### src/rtl/sram_seq_pkg.sv
// Shared definitions for the SRAM request sequencer slice.
//   ADDR_W / DATA_W : SRAM word address and data widths (DE2-115 SRAM)
//   ST_*            : sequencer FSM state encodings (3-bit, legacy-compatible)
//   fifo_entry_t    : one buffered client command {we, addr, wdata}
package sram_seq_pkg;

  localparam int ADDR_W = 20;
  localparam int DATA_W = 16;

  localparam logic [2:0] ST_IDLE   = 3'd0;
  localparam logic [2:0] ST_ISSUE  = 3'd1;
  localparam logic [2:0] ST_WAIT   = 3'd2;
  localparam logic [2:0] ST_VISSUE = 3'd3;
  localparam logic [2:0] ST_VWAIT  = 3'd4;

  typedef struct packed {
    logic              we;
    logic [ADDR_W-1:0] addr;
    logic [DATA_W-1:0] wdata;
  } fifo_entry_t;

endpackage

### src/rtl/sram_req_sequencer_if.sv
// Client-side and controller-side bus of the SRAM request sequencer.
//   req_*  : client command channel (valid/ready)
//   rsp_*  : read response back to the client (single-cycle valid pulse)
//   ctl_*  : controller channel (start pulse, done pulse)
// Handshake rules: a request transfers on a rising clk_50 edge where
// req_valid && req_ready; the client holds req_* stable while req_valid is
// high and not yet accepted. req_ready never depends combinationally on
// req_valid. ctl_start is a one-cycle pulse; ctl_we/addr/wdata are held from
// start until the matching ctl_done pulse; ctl_rdata is valid only with
// ctl_done. rsp_valid is a one-cycle pulse, rsp_rdata holds until the next.
// Modports: master = the sequencer, slave = the client/controller side.
interface sram_req_sequencer_if;
  import sram_seq_pkg::*;

  logic              req_valid;
  logic              req_ready;
  logic              req_we;
  logic [ADDR_W-1:0] req_addr;
  logic [DATA_W-1:0] req_wdata;
  logic              rsp_valid;
  logic [DATA_W-1:0] rsp_rdata;
  logic              ctl_start;
  logic              ctl_we;
  logic [ADDR_W-1:0] ctl_addr;
  logic [DATA_W-1:0] ctl_wdata;
  logic              ctl_done;
  logic [DATA_W-1:0] ctl_rdata;

  modport master (
    input  req_valid, req_we, req_addr, req_wdata, ctl_done, ctl_rdata,
    output req_ready, rsp_valid, rsp_rdata, ctl_start, ctl_we, ctl_addr,
           ctl_wdata
  );

  modport slave (
    output req_valid, req_we, req_addr, req_wdata, ctl_done, ctl_rdata,
    input  req_ready, rsp_valid, rsp_rdata, ctl_start, ctl_we, ctl_addr,
           ctl_wdata
  );

endinterface

### src/rtl/sram_seq_fifo.sv
// Synchronous FIFO of command entries.
//   clk_50, rst_n : clock, asynchronous active-low reset (empties the FIFO)
//   push, wdata   : write an entry (ignored when full)
//   pop, rdata    : rdata shows the head; pop discards it (ignored when empty)
//   full, empty   : decoded from the registered occupancy count
//   count         : current occupancy, 0..DEPTH
// DEPTH must be a power of two so the pointers wrap naturally.
module sram_seq_fifo
  import sram_seq_pkg::*;
#(
  parameter int DEPTH = 4
) (
  input  logic                   clk_50,
  input  logic                   rst_n,
  input  logic                   push,
  input  fifo_entry_t            wdata,
  input  logic                   pop,
  output fifo_entry_t            rdata,
  output logic                   full,
  output logic                   empty,
  output logic [$clog2(DEPTH):0] count
);

  localparam int PW = $clog2(DEPTH);
  localparam int CW = PW + 1;

  fifo_entry_t   mem [DEPTH];
  logic [PW-1:0] wr_ptr;
  logic [PW-1:0] rd_ptr;
  logic [CW-1:0] count_q;
  logic          push_ok;
  logic          pop_ok;

  assign full    = (count_q == CW'(DEPTH));
  assign empty   = (count_q == '0);
  assign count   = count_q;
  assign push_ok = push && !full;
  assign pop_ok  = pop && !empty;
  assign rdata   = mem[rd_ptr];

  always_ff @(posedge clk_50) begin
    if (push_ok) mem[wr_ptr] <= wdata;
  end

  always_ff @(posedge clk_50 or negedge rst_n) begin
    if (!rst_n) begin
      wr_ptr  <= '0;
      rd_ptr  <= '0;
      count_q <= '0;
    end else begin
      if (push_ok) wr_ptr <= wr_ptr + PW'(1);
      if (pop_ok)  rd_ptr <= rd_ptr + PW'(1);
      case ({push_ok, pop_ok})
        2'b10:   count_q <= count_q + CW'(1);
        2'b01:   count_q <= count_q - CW'(1);
        default: count_q <= count_q;
      endcase
    end
  end

endmodule

### src/rtl/sram_req_sequencer.sv
// Upstream command stage for the DE2-115 SRAM controller. Buffers client
// requests in a FIFO and issues them one at a time over a start/done
// handshake, returns read data, and flags controller timeouts.
//   clk_50, rst_n : 50 MHz clock, asynchronous active-low reset
//   bus           : sram_req_sequencer_if.master (req_*, rsp_*, ctl_*)
//   busy          : FIFO non-empty or FSM not idle
//   timeout_err   : sticky, set when a WAIT/VWAIT exceeds TIMEOUT_CYC cycles
//   verify_err    : sticky write-verify mismatch (tied 0 without the macro)
//   state_dbg     : current FSM state encoding
// Optional feature: define SRAM_SEQ_VERIFY_EN to read back every write and
// compare it against the written data (VISSUE/VWAIT states).
module sram_req_sequencer
  import sram_seq_pkg::*;
#(
  parameter int DEPTH       = 4,
  parameter int TIMEOUT_CYC = 64
) (
  input  logic                 clk_50,
  input  logic                 rst_n,
  sram_req_sequencer_if.master bus,
  output logic                 busy,
  output logic                 timeout_err,
  output logic                 verify_err,
  output logic [2:0]           state_dbg
);

  localparam int TW = (TIMEOUT_CYC > 1) ? $clog2(TIMEOUT_CYC) : 1;
  localparam logic [TW-1:0] TO_LAST = TW'(TIMEOUT_CYC - 1);

  logic [2:0]            state_q;
  logic [TW-1:0]         wait_cnt;
  logic                  ctl_start_q;
  logic                  ctl_we_q;
  logic [ADDR_W-1:0]     ctl_addr_q;
  logic [DATA_W-1:0]     ctl_wdata_q;
  logic                  rsp_valid_q;
  logic [DATA_W-1:0]     rsp_rdata_q;
  logic                  timeout_q;
  fifo_entry_t           push_entry;
  fifo_entry_t           head;
  logic                  fifo_full;
  logic                  fifo_empty;
  logic [$clog2(DEPTH):0] fifo_count;
  logic                  do_pop;
  logic                  timed_out;

  assign push_entry = '{we: bus.req_we, addr: bus.req_addr, wdata: bus.req_wdata};
  // The head is consumed on the single ISSUE cycle.
  assign do_pop     = (state_q == ST_ISSUE);
  assign timed_out  = (wait_cnt == TO_LAST);

  sram_seq_fifo #(.DEPTH(DEPTH)) u_fifo (
    .clk_50 (clk_50),
    .rst_n  (rst_n),
    .push   (bus.req_valid && bus.req_ready),
    .wdata  (push_entry),
    .pop    (do_pop),
    .rdata  (head),
    .full   (fifo_full),
    .empty  (fifo_empty),
    .count  (fifo_count)
  );

  // Ready comes straight from the registered occupancy, so a pop while full
  // only reopens the request channel on the following cycle.
  assign bus.req_ready = !fifo_full;
  assign bus.ctl_start = ctl_start_q;
  assign bus.ctl_we    = ctl_we_q;
  assign bus.ctl_addr  = ctl_addr_q;
  assign bus.ctl_wdata = ctl_wdata_q;
  assign bus.rsp_valid = rsp_valid_q;
  assign bus.rsp_rdata = rsp_rdata_q;
  assign busy          = (fifo_count != '0) || (state_q != ST_IDLE);
  assign timeout_err   = timeout_q;
  assign state_dbg     = state_q;

`ifdef SRAM_SEQ_VERIFY_EN
  logic verify_q;
  assign verify_err = verify_q;
`else
  assign verify_err = 1'b0;
`endif

  always_ff @(posedge clk_50 or negedge rst_n) begin
    if (!rst_n) begin
      state_q     <= ST_IDLE;
      wait_cnt    <= '0;
      ctl_start_q <= 1'b0;
      ctl_we_q    <= 1'b0;
      ctl_addr_q  <= '0;
      ctl_wdata_q <= '0;
      rsp_valid_q <= 1'b0;
      rsp_rdata_q <= '0;
      timeout_q   <= 1'b0;
`ifdef SRAM_SEQ_VERIFY_EN
      verify_q    <= 1'b0;
`endif
    end else begin
      // Both strobes are single-cycle pulses unless re-asserted below.
      ctl_start_q <= 1'b0;
      rsp_valid_q <= 1'b0;
      case (state_q)
        ST_IDLE: begin
          if (!fifo_empty) state_q <= ST_ISSUE;
        end
        ST_ISSUE: begin
          ctl_start_q <= 1'b1;
          ctl_we_q    <= head.we;
          ctl_addr_q  <= head.addr;
          ctl_wdata_q <= head.wdata;
          wait_cnt    <= '0;
          state_q     <= ST_WAIT;
        end
        ST_WAIT: begin
          if (bus.ctl_done) begin
            if (!ctl_we_q) begin
              rsp_valid_q <= 1'b1;
              rsp_rdata_q <= bus.ctl_rdata;
              state_q     <= ST_IDLE;
            end else begin
`ifdef SRAM_SEQ_VERIFY_EN
              state_q <= ST_VISSUE;
`else
              state_q <= ST_IDLE;
`endif
            end
          end else if (timed_out) begin
            // Abort; a read still gets a response so the client never hangs.
            timeout_q <= 1'b1;
            if (!ctl_we_q) begin
              rsp_valid_q <= 1'b1;
              rsp_rdata_q <= '0;
            end
            state_q <= ST_IDLE;
          end else begin
            wait_cnt <= wait_cnt + TW'(1);
          end
        end
`ifdef SRAM_SEQ_VERIFY_EN
        ST_VISSUE: begin
          // Address and write data stay held; only the op type flips to read.
          ctl_start_q <= 1'b1;
          ctl_we_q    <= 1'b0;
          wait_cnt    <= '0;
          state_q     <= ST_VWAIT;
        end
        ST_VWAIT: begin
          if (bus.ctl_done) begin
            if (bus.ctl_rdata != ctl_wdata_q) verify_q <= 1'b1;
            state_q <= ST_IDLE;
          end else if (timed_out) begin
            timeout_q <= 1'b1;
            state_q   <= ST_IDLE;
          end else begin
            wait_cnt <= wait_cnt + TW'(1);
          end
        end
`endif
        default: state_q <= ST_IDLE;
      endcase
    end
  end

endmodule

### src/flat_wrapper.sv
// flat-port wrapper written by rule: the top's interface ports become plain ports
module sram_req_sequencer_flat import sram_seq_pkg::*;
#(
  parameter int DEPTH       = 4,
  parameter int TIMEOUT_CYC = 64
)
  (clk_50, rst_n, busy, timeout_err, verify_err, state_dbg, bus_req_valid, bus_req_we, bus_req_addr, bus_req_wdata, bus_ctl_done, bus_ctl_rdata, bus_req_ready, bus_rsp_valid, bus_rsp_rdata, bus_ctl_start, bus_ctl_we, bus_ctl_addr, bus_ctl_wdata);
  sram_req_sequencer_if bus_i ();
  input  logic clk_50;
  input  logic rst_n;
  output logic busy;
  output logic timeout_err;
  output logic verify_err;
  output logic [2:0] state_dbg;
  input wire logic [$bits(bus_i.req_valid)-1:0] bus_req_valid;
  input wire logic [$bits(bus_i.req_we)-1:0] bus_req_we;
  input wire logic [$bits(bus_i.req_addr)-1:0] bus_req_addr;
  input wire logic [$bits(bus_i.req_wdata)-1:0] bus_req_wdata;
  input wire logic [$bits(bus_i.ctl_done)-1:0] bus_ctl_done;
  input wire logic [$bits(bus_i.ctl_rdata)-1:0] bus_ctl_rdata;
  output wire logic [$bits(bus_i.req_ready)-1:0] bus_req_ready;
  output wire logic [$bits(bus_i.rsp_valid)-1:0] bus_rsp_valid;
  output wire logic [$bits(bus_i.rsp_rdata)-1:0] bus_rsp_rdata;
  output wire logic [$bits(bus_i.ctl_start)-1:0] bus_ctl_start;
  output wire logic [$bits(bus_i.ctl_we)-1:0] bus_ctl_we;
  output wire logic [$bits(bus_i.ctl_addr)-1:0] bus_ctl_addr;
  output wire logic [$bits(bus_i.ctl_wdata)-1:0] bus_ctl_wdata;
  assign bus_i.req_valid = bus_req_valid;
  assign bus_i.req_we = bus_req_we;
  assign bus_i.req_addr = bus_req_addr;
  assign bus_i.req_wdata = bus_req_wdata;
  assign bus_i.ctl_done = bus_ctl_done;
  assign bus_i.ctl_rdata = bus_ctl_rdata;
  assign bus_req_ready = bus_i.req_ready;
  assign bus_rsp_valid = bus_i.rsp_valid;
  assign bus_rsp_rdata = bus_i.rsp_rdata;
  assign bus_ctl_start = bus_i.ctl_start;
  assign bus_ctl_we = bus_i.ctl_we;
  assign bus_ctl_addr = bus_i.ctl_addr;
  assign bus_ctl_wdata = bus_i.ctl_wdata;
  sram_req_sequencer #(.DEPTH(DEPTH), .TIMEOUT_CYC(TIMEOUT_CYC)) u_core (.clk_50(clk_50), .rst_n(rst_n), .bus(bus_i), .busy(busy), .timeout_err(timeout_err), .verify_err(verify_err), .state_dbg(state_dbg));
endmodule
### config.mk
export PLATFORM = sky130hd
export DESIGN_NAME = sram_req_sequencer_flat
export DESIGN_NICKNAME = d
export VERILOG_FILES = /design/src/rtl/sram_seq_pkg.sv /design/src/rtl/sram_req_sequencer_if.sv /design/src/rtl/sram_seq_fifo.sv /design/src/rtl/sram_req_sequencer.sv /design/src/flat_wrapper.sv
export SDC_FILE = /design/constraint.sdc
export NUM_CORES = 1
export LEC_CHECK = 0
export BUFFER_PORTS_ARGS = -buffer_cell sky130_fd_sc_hd__buf_2
export CAP_MARGIN = 10
export CORE_UTILIZATION = 57
export CTS_CLUSTER_SIZE = 12
export DETAILED_ROUTE_END_ITERATION = 6
export GPL_TIMING_DRIVEN = 0
export HOLD_SLACK_MARGIN = 0.15
export PLACE_DENSITY = 0.89
export SYNTH_ARGS = -nofsm -noshare
export SYNTH_HDL_FRONTEND = slang
export SYNTH_HIERARCHICAL = 1
export SYNTH_SLANG_ARGS = --single-unit
### constraint.sdc
create_clock -name clk_50 -period 3.3 [get_ports clk_50]
set_clock_uncertainty 0.1 [all_clocks]
set_input_delay 0.33 -clock clk_50 [delete_from_list [all_inputs] [get_ports clk_50]]
set_output_delay 0.33 -clock clk_50 [all_outputs]
set_load 0.01 [all_outputs]
# Yosys cells after proc, flatten, opt, wreduce, memory -nomap -nowiden
# Memory sizes are Yosys's and may differ from the RTL's. A register that Yosys moved wholly into a read port is not among the register bits.
# Cells that the tools add are included.
[totals]
ff_bits = 35
word_cells = 64
latchBits = 0
ram_bits = 148
mem_count = 1
mem_bits_ro = 0
in_bits = 57
[classes]
bitwise_logic = 2
reduce_logical = 18
eq_ne = 10
mul = 0
div = 0
shift = 0
order_cmp = 0
n_addsub = 5
muxes = 19
[mem_list]
columns = ["memory", "words", "width", "read_ports", "rd_clocked_by_memory_dff", "write_ports", "line", "source"]
rows = [
  ["u_core.u_fifo.mem", 4, 37, 1, 1, 1, "sram_seq_fifo.sv:27", "fifo_entry_t mem [DEPTH];"],
]
[op_table]
columns = ["operator", "count"]
rows = [
  ["two-way mux 16 bit", 4],
  ["two-way mux 6 bit", 2],
  ["one-hot mux 6 bit (2 select lines)", 1],
  ["two-way mux 3 bit", 3],
  ["one-hot mux 3 bit (3 select lines)", 1],
  ["AND reduction 3 bit", 3],
  ["two-way mux 1 bit", 7],
  ["adder 6 x 1 -> 6 bit, second input constant", 1],
  ["equality test 6 bit, second input constant", 1],
  ["logical NOT 3 bit", 2],
  ["!= test 2 bit, second input constant", 3],
  ["one-hot mux 3 bit (2 select lines)", 1],
  ["nonzero test 2 bit", 3],
  ["nonzero test 3 bit", 2],
  ["adder 2 x 1 -> 2 bit, second input constant", 2],
  ["adder 3 x 1 -> 3 bit, second input constant", 1],
  ["equality test 3 x 1 -> 1 bit, second input constant", 1],
  ["equality test 3 x 2 -> 1 bit, second input constant", 1],
  ["equality test 3 bit, second input constant", 1],
  ["logical AND 1 bit", 3],
  ["logical NOT 1 bit", 3],
  ["!= test 3 x 2 -> 1 bit, second input constant", 1],
  ["subtractor 3 x 1 -> 3 bit, second input constant", 1],
  ["equality test 2 x 1 -> 1 bit, second input constant", 1],
  ["4 further kinds", 5],
]

# Logic depth before layout (Yosys ltp)
# Gate-level depths: netlist of the first run.
[logic_depth]
depth_word = 6
ltp_mapped = 11

# Modules after synthesis
# Netlist of the first run, hierarchy kept.
[modules_own_cells]
columns = ["mod", "n_inst", "cells_per_inst", "area_per_inst_um2"]
rows = [
  ["sram_seq_fifo", 1, 230, 5755.5],
  ["sram_req_sequencer", 1, 251, 2518.7],
]

# Worst setup path after synthesis of the first run
# OpenSTA, ideal clock, no wires.
[synth_timing]
path_kind = "reg2reg"
start = "register u_core.state_q[1] (netlist: u_core/state_dbg[1])"
end = "register u_core.u_fifo.count_q[2] (netlist: u_core/u_fifo/count[2])"
setup_ns = 0.079
path_slack_ns = 0.858
arrival_time_ns = 2.263
stages_incl_launch_ff = 12
period_less_slack_ns = 2.442
cell_sequence = "dfrtp_1 nand2b_1 buf_2 inv_2 clkbuf_1 o31a_1 ha_1 inv_1 fa_1 xor2_1 nor2_1 xor2_1"
[synth_via]
elab_chain_cells = 4
[synth_rtl]
columns = ["item", "line", "source"]
rows = [
  ["from (decl)", "sram_req_sequencer.sv:30", "logic [2:0] state_q;"],
  ["from (signal assigned)", "sram_req_sequencer.sv:86", "state_q <= ST_IDLE;"],
  ["from (signal assigned)", "sram_req_sequencer.sv:104", "if (!fifo_empty) state_q <= ST_ISSUE;"],
  ["from (signal assigned)", "sram_req_sequencer.sv:112", "state_q <= ST_WAIT;"],
  ["equality test 3 x 1 -> 1 bit *", "sram_req_sequencer.sv:49", "assign do_pop = (state_q == ST_ISSUE);"],
  ["via u_core.do_pop", "sram_req_sequencer.sv:44", "logic do_pop;"],
  ["logical AND 1 bit *", "sram_seq_fifo.sv:38", "assign pop_ok = pop && !empty;"],
  ["via u_core.u_fifo.pop_ok", "sram_seq_fifo.sv:32", "logic pop_ok;"],
  ["equality test 2 x 1 -> 1 bit or equality test 2 bit (tied branches)", "sram_seq_fifo.sv:53", "case ({push_ok, pop_ok})"],
  ["one-hot mux 3 bit (2 select lines) or nonzero test 2 bit (tied branches)", "n/a", ""],
  ["to (signal assigned)", "sram_seq_fifo.sv:54", "2'b10: count_q <= count_q + CW'(1);"],
  ["to (signal assigned)", "sram_seq_fifo.sv:55", "2'b01: count_q <= count_q - CW'(1);"],
  ["to (signal assigned)", "sram_seq_fifo.sv:56", "default: count_q <= count_q;"],
  ["to (decl)", "sram_seq_fifo.sv:30", "logic [CW-1:0] count_q;"],
]
# Mark *: on every way through the listed nets, which the timed path passes. The rest lies on a longest branch.
# A chain may end at the register's enable or synchronous reset.

# Worst setup path after layout of the first run
# Ends and elaborated chain as after synthesis.

==> flow_summary.yaml, run 1 <==
worst_setup_path:
  crit_path_max_fanout: 11
  cp-endpoint: "u_core/u_fifo/count[2]$_DFFE_PN0P_"
  r2r_slack_ns: 0.23
  cp_data_required_time_ns: 3.60
  slowest_delay_ns: 0.56
  cp.arrival_ns: 3.37
  crit_top_cell: "xor2_1"
  worstReg2RegEnd: "u_core/u_fifo/count[2]$_DFFE_PN0P_"
  crit_type: "reg -> reg"
  crit_start: "u_core/state_dbg[1]$_DFFE_PN0P_"
  crit_slowest_cell: "clkbuf_1"
  ff2ff_path_depth: 11
  startpoint_type: "flip-flop"
  crit_cells: 11
  path_buf_inv: 4
  cp-end-kind: "flip-flop"
  path_delay_family: "buffers and inverters"
  r2r-start: "u_core/state_dbg[1]$_DFFE_PN0P_"
  crit_chain: "nand2b_1 -> buf_2 -> inv_2 -> clkbuf_1 -> o31a_1 -> ha_1 -> inv_1 -> fa_1 -> xor2_1 -> nor2_1 -> xor2_1"
timing:
  slew_violations: 0
  finalHoldViolCount: 0
  setup_violations: 0
  maxSlewHeadroom_pct: 50.3
  fmax_mhz: 326
  rsz0062_at_grt: "false"
  max_slew.worst_pin.slew_ns: 0.745
  fin_crit_sh_pct: 92.9
  post-route-min-period_ns: 3.07
  fin_tns_setup_ns: 0
  hold_slack_ns: 0.192
routing:
  drt_iter0_drc: 289
  wire_per_inst_um: 20.4
  drt-pass1-iter-count: 4
  via_per_inst: 5.61
  drtAntennaViolNets: 0
  drcViolationCount: 0
  num_vias: 4925
  routed_wirelength_um: 17900
synth:
  synth_edf_count: 148
  ys_ff_latch: 219
  seq_area_frac_synth_pct: 75.2
  async_reset_ff_share_pct: 32.4
  syn_area_per_cell_um2: 17.2
  yosys_warnings: 6
  syn_area_um2: 8270
  synth_top_cell_area_share_pct: 53.7
  yosys-top-cells-area: "edfxtp_1 54%, dfrtp_1 21%, mux4_2 10%"
  synth_common_cells: "148 x edfxtp_1, 118 x nand2_1, 71 x dfrtp_1"
  synth.distinct_cells: 38
  yosys.area.top_type: "edfxtp_1"
  synth_ff_type: "edfxtp_1"
  netlist_instances: 481
  yosys.cell_count.top_type: "edfxtp_1"
layout:
  nNetsFinal: 747
  n_fill_cell: 818
  synthToLayoutAreaGrowth_pct: 25.9
  final_cell_count_no_fill: 878
  antenna_cells: 0
  drive_gt1_share_pct: 30.8
floorplanning:
  die_h_um: 122
  die_w_um: 122
  floorplan.rows: 43
  core_area_um2: 14000
  io_pins: 119
  start_util_pct: 58.9
  dieArea_um2: 15000
grt:
  grt_use_total_pct: 25.1
  grt-ovfl-total: 0
  grt_start_max_net_pins: 49
  grt_pass1_vias: 5243
  grt_first_pass_wirelength_um: 27600
  antenna_found_initial: 0
pwr:
  max-vdd-ir-drop_v: 0.000582
  p_leak_nw: 4.26
  powerDensity_nw_per_um2: 904
status:
  outcome: "complete, no violations"
clock_network:
  cts.sinks: 219
  cts_buffers: 23
  clk_pin_slew_ns: 0.06
  cts_tree: "done"
  postCtsSetupRepairBufs: 0
  htree_levels: 1
  cts_hold_buf: 55
  cts-root-buf: "clkbuf_16"
  clockBufferDepth: 3
  clock_latency_ns: 0.49
  ctsResizeCount: 0
placed_design:
  hpwl_um: 10900
  dp.cells: 783
  place.gp.congestion: 0.809
  io_buffers: 116
hold_path:
  holdCritPathClass: "in -> async"
run:
  drv_cap: 0
## layer usage
| metal | vias to the layer above | global-route usage, % | wire (um) |
|---|---|---|---|
| li1 | 2179 | - | - |
| met2 | 254 | 45.5 | 9470 |
| met3 | 32 | 4.88 | 1390 |
| met1 | 2460 | 30.5 | 6750 |
| met4 | 0 | 7.39 | 314 |
| met5 | - | 0 | 0 |
## report_power, final
| group | internal, mW | switching (mW) |
|---|---|---|
| logic | 1.31 | 1.65 |
| registers | 3.76 | 0.372 |
| clock network | 1.37 | 0.954 |
## per-stage QoR
step	power (mW)	area (um^2)	setup WS, ns	utilization [%]
after floorplan	5.97	8280	0.858	-
after global placement	6.81	9080	0.243	64.7
after detailed placement	7.05	9200	0.276	65.5
after CTS	9.46	10400	0.259	74.2
after global routing	9.91	10400	0.0375	74.2
final	9.42	10400	0.233	74.2
## logic make-up after synthesis
logic type,share of synthesized area [%]
flip-flops,75.2
AND/OR/NAND/NOR,7.44
multiplexers,10.3
buffers and inverters,2.15
AO/OA/AOI/OAI,2.96
adder cells (fa/ha/maj),1.15
XOR/XNOR,0.741
other,0.0453
## state kept, by name, summed over array words and instances, names as in the netlist
register and count:
u_core/u_fifo/mem 148, u_core/bus.ctl_addr 20, u_core/bus.ctl_wdata 16, u_core/bus.rsp_rdata 16, u_core/wait_cnt 6, u_core/u_fifo/count 3, u_core/state_dbg 2, u_core/u_fifo/rd_ptr 2
u_core/u_fifo/wr_ptr 2, u_core/bus.ctl_start 1, u_core/bus.ctl_we 1, u_core/bus.rsp_valid 1, u_core/timeout_err 1
## cell usage in the layout (no fill, tap or decap), types with 2 or more instances in the layout
master / netlist / final
a21oi_1: 3 / 3
nand2_1: 118 / 118
buf_6: 3 / 3
buf_12: 0 / 4
dlygate4sd3_1: 0 / 55
conb_1: 1 / 2
a31oi_1: 2 / 2
nand2b_1: 2 / 2
xor2_1: 3 / 3
clkbuf_1: 5 / 18
nor3b_2: 3 / 3
mux4_2: 37 / 37
nor3_1: 3 / 3
ha_1: 6 / 6
edfxtp_1: 148 / 148
o21ai_0: 3 / 3
nor2_1: 6 / 6
xnor2_1: 4 / 4
nand3_1: 4 / 4
clkinv_2: 0 / 3
buf_2: 7 / 122
and2_2: 0 / 4
a22o_1: 16 / 16
clkbuf_16: 0 / 23
dfrtp_1: 71 / 71
inv_1: 9 / 9
buf_4: 7 / 8
## layout make-up
cell class / instances / area [um^2] / share of cell area (%)
multi-input cells: 231 / 1880 / 18.1
clock inverters: 4 / 45.0 / 0.432
clock buffers: 36 / 624 / 5.99
repair buffers: 176 / 1240 / 11.9
well taps: 180 / 225 / 2.16
plain buffers: 22 / 140 / 1.35
flip-flops and latches: 219 / 6220 / 59.7
inverters: 10 / 37.5 / 0.360
## how the worst min path moves through the flow
stage | start | end | cells past startpoint
global route | rst_n | u_core/bus.rsp_rdata[15]$_DFFE_PN0P_ | 2
CTS | rst_n | u_core/bus.rsp_rdata[15]$_DFFE_PN0P_ | 2
finish | rst_n | u_core/bus.rsp_rdata[2]$_DFFE_PN0P_ | 2
detailed placement | rst_n | u_core/bus.rsp_rdata[2]$_DFFE_PN0P_ | 1
global placement | u_core/timeout_err$_DFFE_PN0P_ | u_core/timeout_err$_DFFE_PN0P_ | 1
floorplan | rst_n | u_core/bus.ctl_addr[0]$_DFFE_PN0P_ | 0
(Power assumes the default switching activity.)
==> inputs of run 2 (changes only) <==
--- a/config.mk
+++ b/config.mk
@@ -7,12 +7,13 @@
 export LEC_CHECK = 0
 export BUFFER_PORTS_ARGS = -buffer_cell sky130_fd_sc_hd__buf_2
 export CAP_MARGIN = 10
-export CORE_UTILIZATION = 57
+export CORE_UTILIZATION = 59
+export CTS_BUF_LIST = sky130_fd_sc_hd__clkbuf_8
 export CTS_CLUSTER_SIZE = 12
 export DETAILED_ROUTE_END_ITERATION = 6
 export GPL_TIMING_DRIVEN = 0
 export HOLD_SLACK_MARGIN = 0.15
-export PLACE_DENSITY = 0.89
+export PLACE_DENSITY = 0.88
 export SYNTH_ARGS = -nofsm -noshare
 export SYNTH_HDL_FRONTEND = slang
 export SYNTH_HIERARCHICAL = 1
==> flow_summary.yaml, run 2 (synthesis results as in run 1) <==
routing:
  drcViolationCount: 0
  drtAntennaViolNets: 0
  drt-pass1-iter-count: 4
  routed_wirelength_um: 17100
  wire_per_inst_um: 19.0
  via_per_inst: 5.47
  drt_iter0_drc: 329
  num_vias: 4913
layout:
  layout_commonest_cell: "edfxtp_1"
  drive_gt1_share_pct: 31.8
  n_fill_cell: 770
  final_area_um2: 10400
  largest_reg_flops: 148
  largest-register: "u_core/u_fifo/mem"
  synthToLayoutAreaGrowth_pct: 25.2
  final_cell_mix: "148 x edfxtp_1, 122 x buf_2, 118 x nand2_1"
  nNetsFinal: 758
clock_network:
  clock_latency_ns: 0.51
  cts_buffers: 35
  cts-root-buf: "clkbuf_8"
  htree_levels: 2
  clockBufferDepth: 3
  cts_tree: "done"
  ctsResizeCount: 0
  cts.sinks: 219
  clk_pin_slew_ns: 0.06
pwr:
  max-vdd-ir-drop_v: 0.000588
  finalPower_mw: 9.12
  powerDensity_nw_per_um2: 880
  p_leak_nw: 4.31
floorplanning:
  die_h_um: 120
  io_pins: 119
  start_util_pct: 61.5
  die_w_um: 120
  dieArea_um2: 14500
  core_area_um2: 13500
  floorplan.rows: 42
worst_setup_path:
  cp-end-kind: "flip-flop"
  ff2ff_path_depth: 11
  crit_top_cell: "xor2_1"
  cp_data_required_time_ns: 3.61
  crit_cells: 11
  cp.arrival_ns: 3.44
  crit_chain: "nand2b_1 -> buf_2 -> inv_2 -> clkbuf_1 -> o31a_1 -> ha_1 -> inv_1 -> fa_1 -> xor2_1 -> nor2_1 -> xor2_1"
  startpoint_type: "flip-flop"
  crit_path_max_fanout: 11
  r2r-start: "u_core/state_dbg[1]$_DFFE_PN0P_"
  r2r_slack_ns: 0.17
  crit_start: "u_core/state_dbg[1]$_DFFE_PN0P_"
  slowest_delay_ns: 0.55
  crit_type: "reg -> reg"
  path_delay_family: "buffers and inverters"
  path_buf_inv: 4
  crit_slowest_cell: "clkbuf_1"
timing:
  fin_tns_setup_ns: 0
  fmax_mhz: 319
  max_slew.worst_pin.slew_ns: 0.944
  finalHoldViolCount: 0
  rsz0062_at_grt: "false"
  fin_crit_sh_pct: 95.0
  setup_violations: 0
  post-route-min-period_ns: 3.13
  setup_ws_ns: 0.166
  slew_violations: 0
  maxSlewHeadroom_pct: 37.1
grt:
  grt-ovfl-total: 0
  grt_first_pass_wirelength_um: 27000
  antenna_found_initial: 1
  grt_start_max_net_pins: 72
  grt_pass1_vias: 5214
  grt_use_total_pct: 24.9
placed_design:
  placed_area_um2: 9170
  place.gp.congestion: 0.761
  io_buffers: 116
  dp_slack_ns: 0.260
  hpwl_um: 10100
status:
  outcome: "complete, no violations"
hold_path:
  holdPathStages: 4
  holdCritStartpoint: "bus_req_valid"
  holdCritPathClass: "in -> reg"
run:
  drv_cap: 0
run 2: changes by cell type in the layout (fill, tap and decap cells not counted), moves of 6 or more:
| cell | delta |
|---|---|
| clkbuf_1 | -13 |
| inv_1 | +16 |
| clkbuf_8 | +38 |
| clkbuf_16 | -23 |
| clkinv_1 | +6 |
run 2: layout make-up:
| cell class | instances | area [um^2] | share of cell area, % |
|---|---|---|---|
| diodes | 1 | 2.50 | 0.0242 |
| plain buffers | 22 | 140 | 1.35 |
| clock buffers | 38 | 523 | 5.05 |
| clock inverters | 26 | 109 | 1.05 |
| inverters | 10 | 37.5 | 0.362 |
| multi-input cells | 231 | 1880 | 18.2 |
| flip-flops and latches | 219 | 6220 | 60.1 |
| well taps | 176 | 220 | 2.13 |
| repair buffers | 175 | 1220 | 11.8 |
run 2: routing by layer:
| metal | GRT usage [%] | share of wire [%] |
|---|---|---|
| met5 | 0 | 0 |
| met4 | 6.94 | 1.1 |
| met3 | 5.14 | 6.9 |
| met2 | 42.7 | 52 |
| met1 | 32.6 | 40 |
run 2: per-stage QoR:
step,util (%),std cells,hold WS [ns]
2_1_floorplan,-,482,-0.0656
5_1_grt,77.0,898,0.342
3_3_place_gp,67.5,774,0.338
6_report,77.0,898,0.322
3_5_place_dp,68.2,778,0.351
4_1_cts,77.0,897,0.303
run 2: final timing paths:
check | end
setup reg to reg | u_core/u_fifo/count[2]$_DFFE_PN0P_
hold / removal | u_core/u_fifo/wr_ptr[0]$_DFFE_PN0P_
setup / recovery | u_core/u_fifo/count[2]$_DFFE_PN0P_
min in group asynchronous | u_core/wait_cnt[5]$_DFFE_PN0P_
hold reg to reg | u_core/bus.ctl_addr[0]$_DFFE_PN0P_
max in group asynchronous | u_core/bus.ctl_addr[3]$_DFFE_PN0P_
run 2: timing repair:
action	in CTS	in global routing
hold endpoints to repair	238	0
setup buffers	0	0
hold buffers	55	0
run 2: report_power, final:
group	internal (mW)	total, mW	switching (mW)
Combinational	1.31	2.93	1.62
Sequential	3.76	4.12	0.361
Clock	1.06	2.06	0.997
run 2: tightest hold or removal path, delay by kind of cell:
family                    cells  cell delay, ns
and+or+nand+nor               2            0.32
xor gates and xnor gates      1            0.13
buffers and inverters         1            0.09
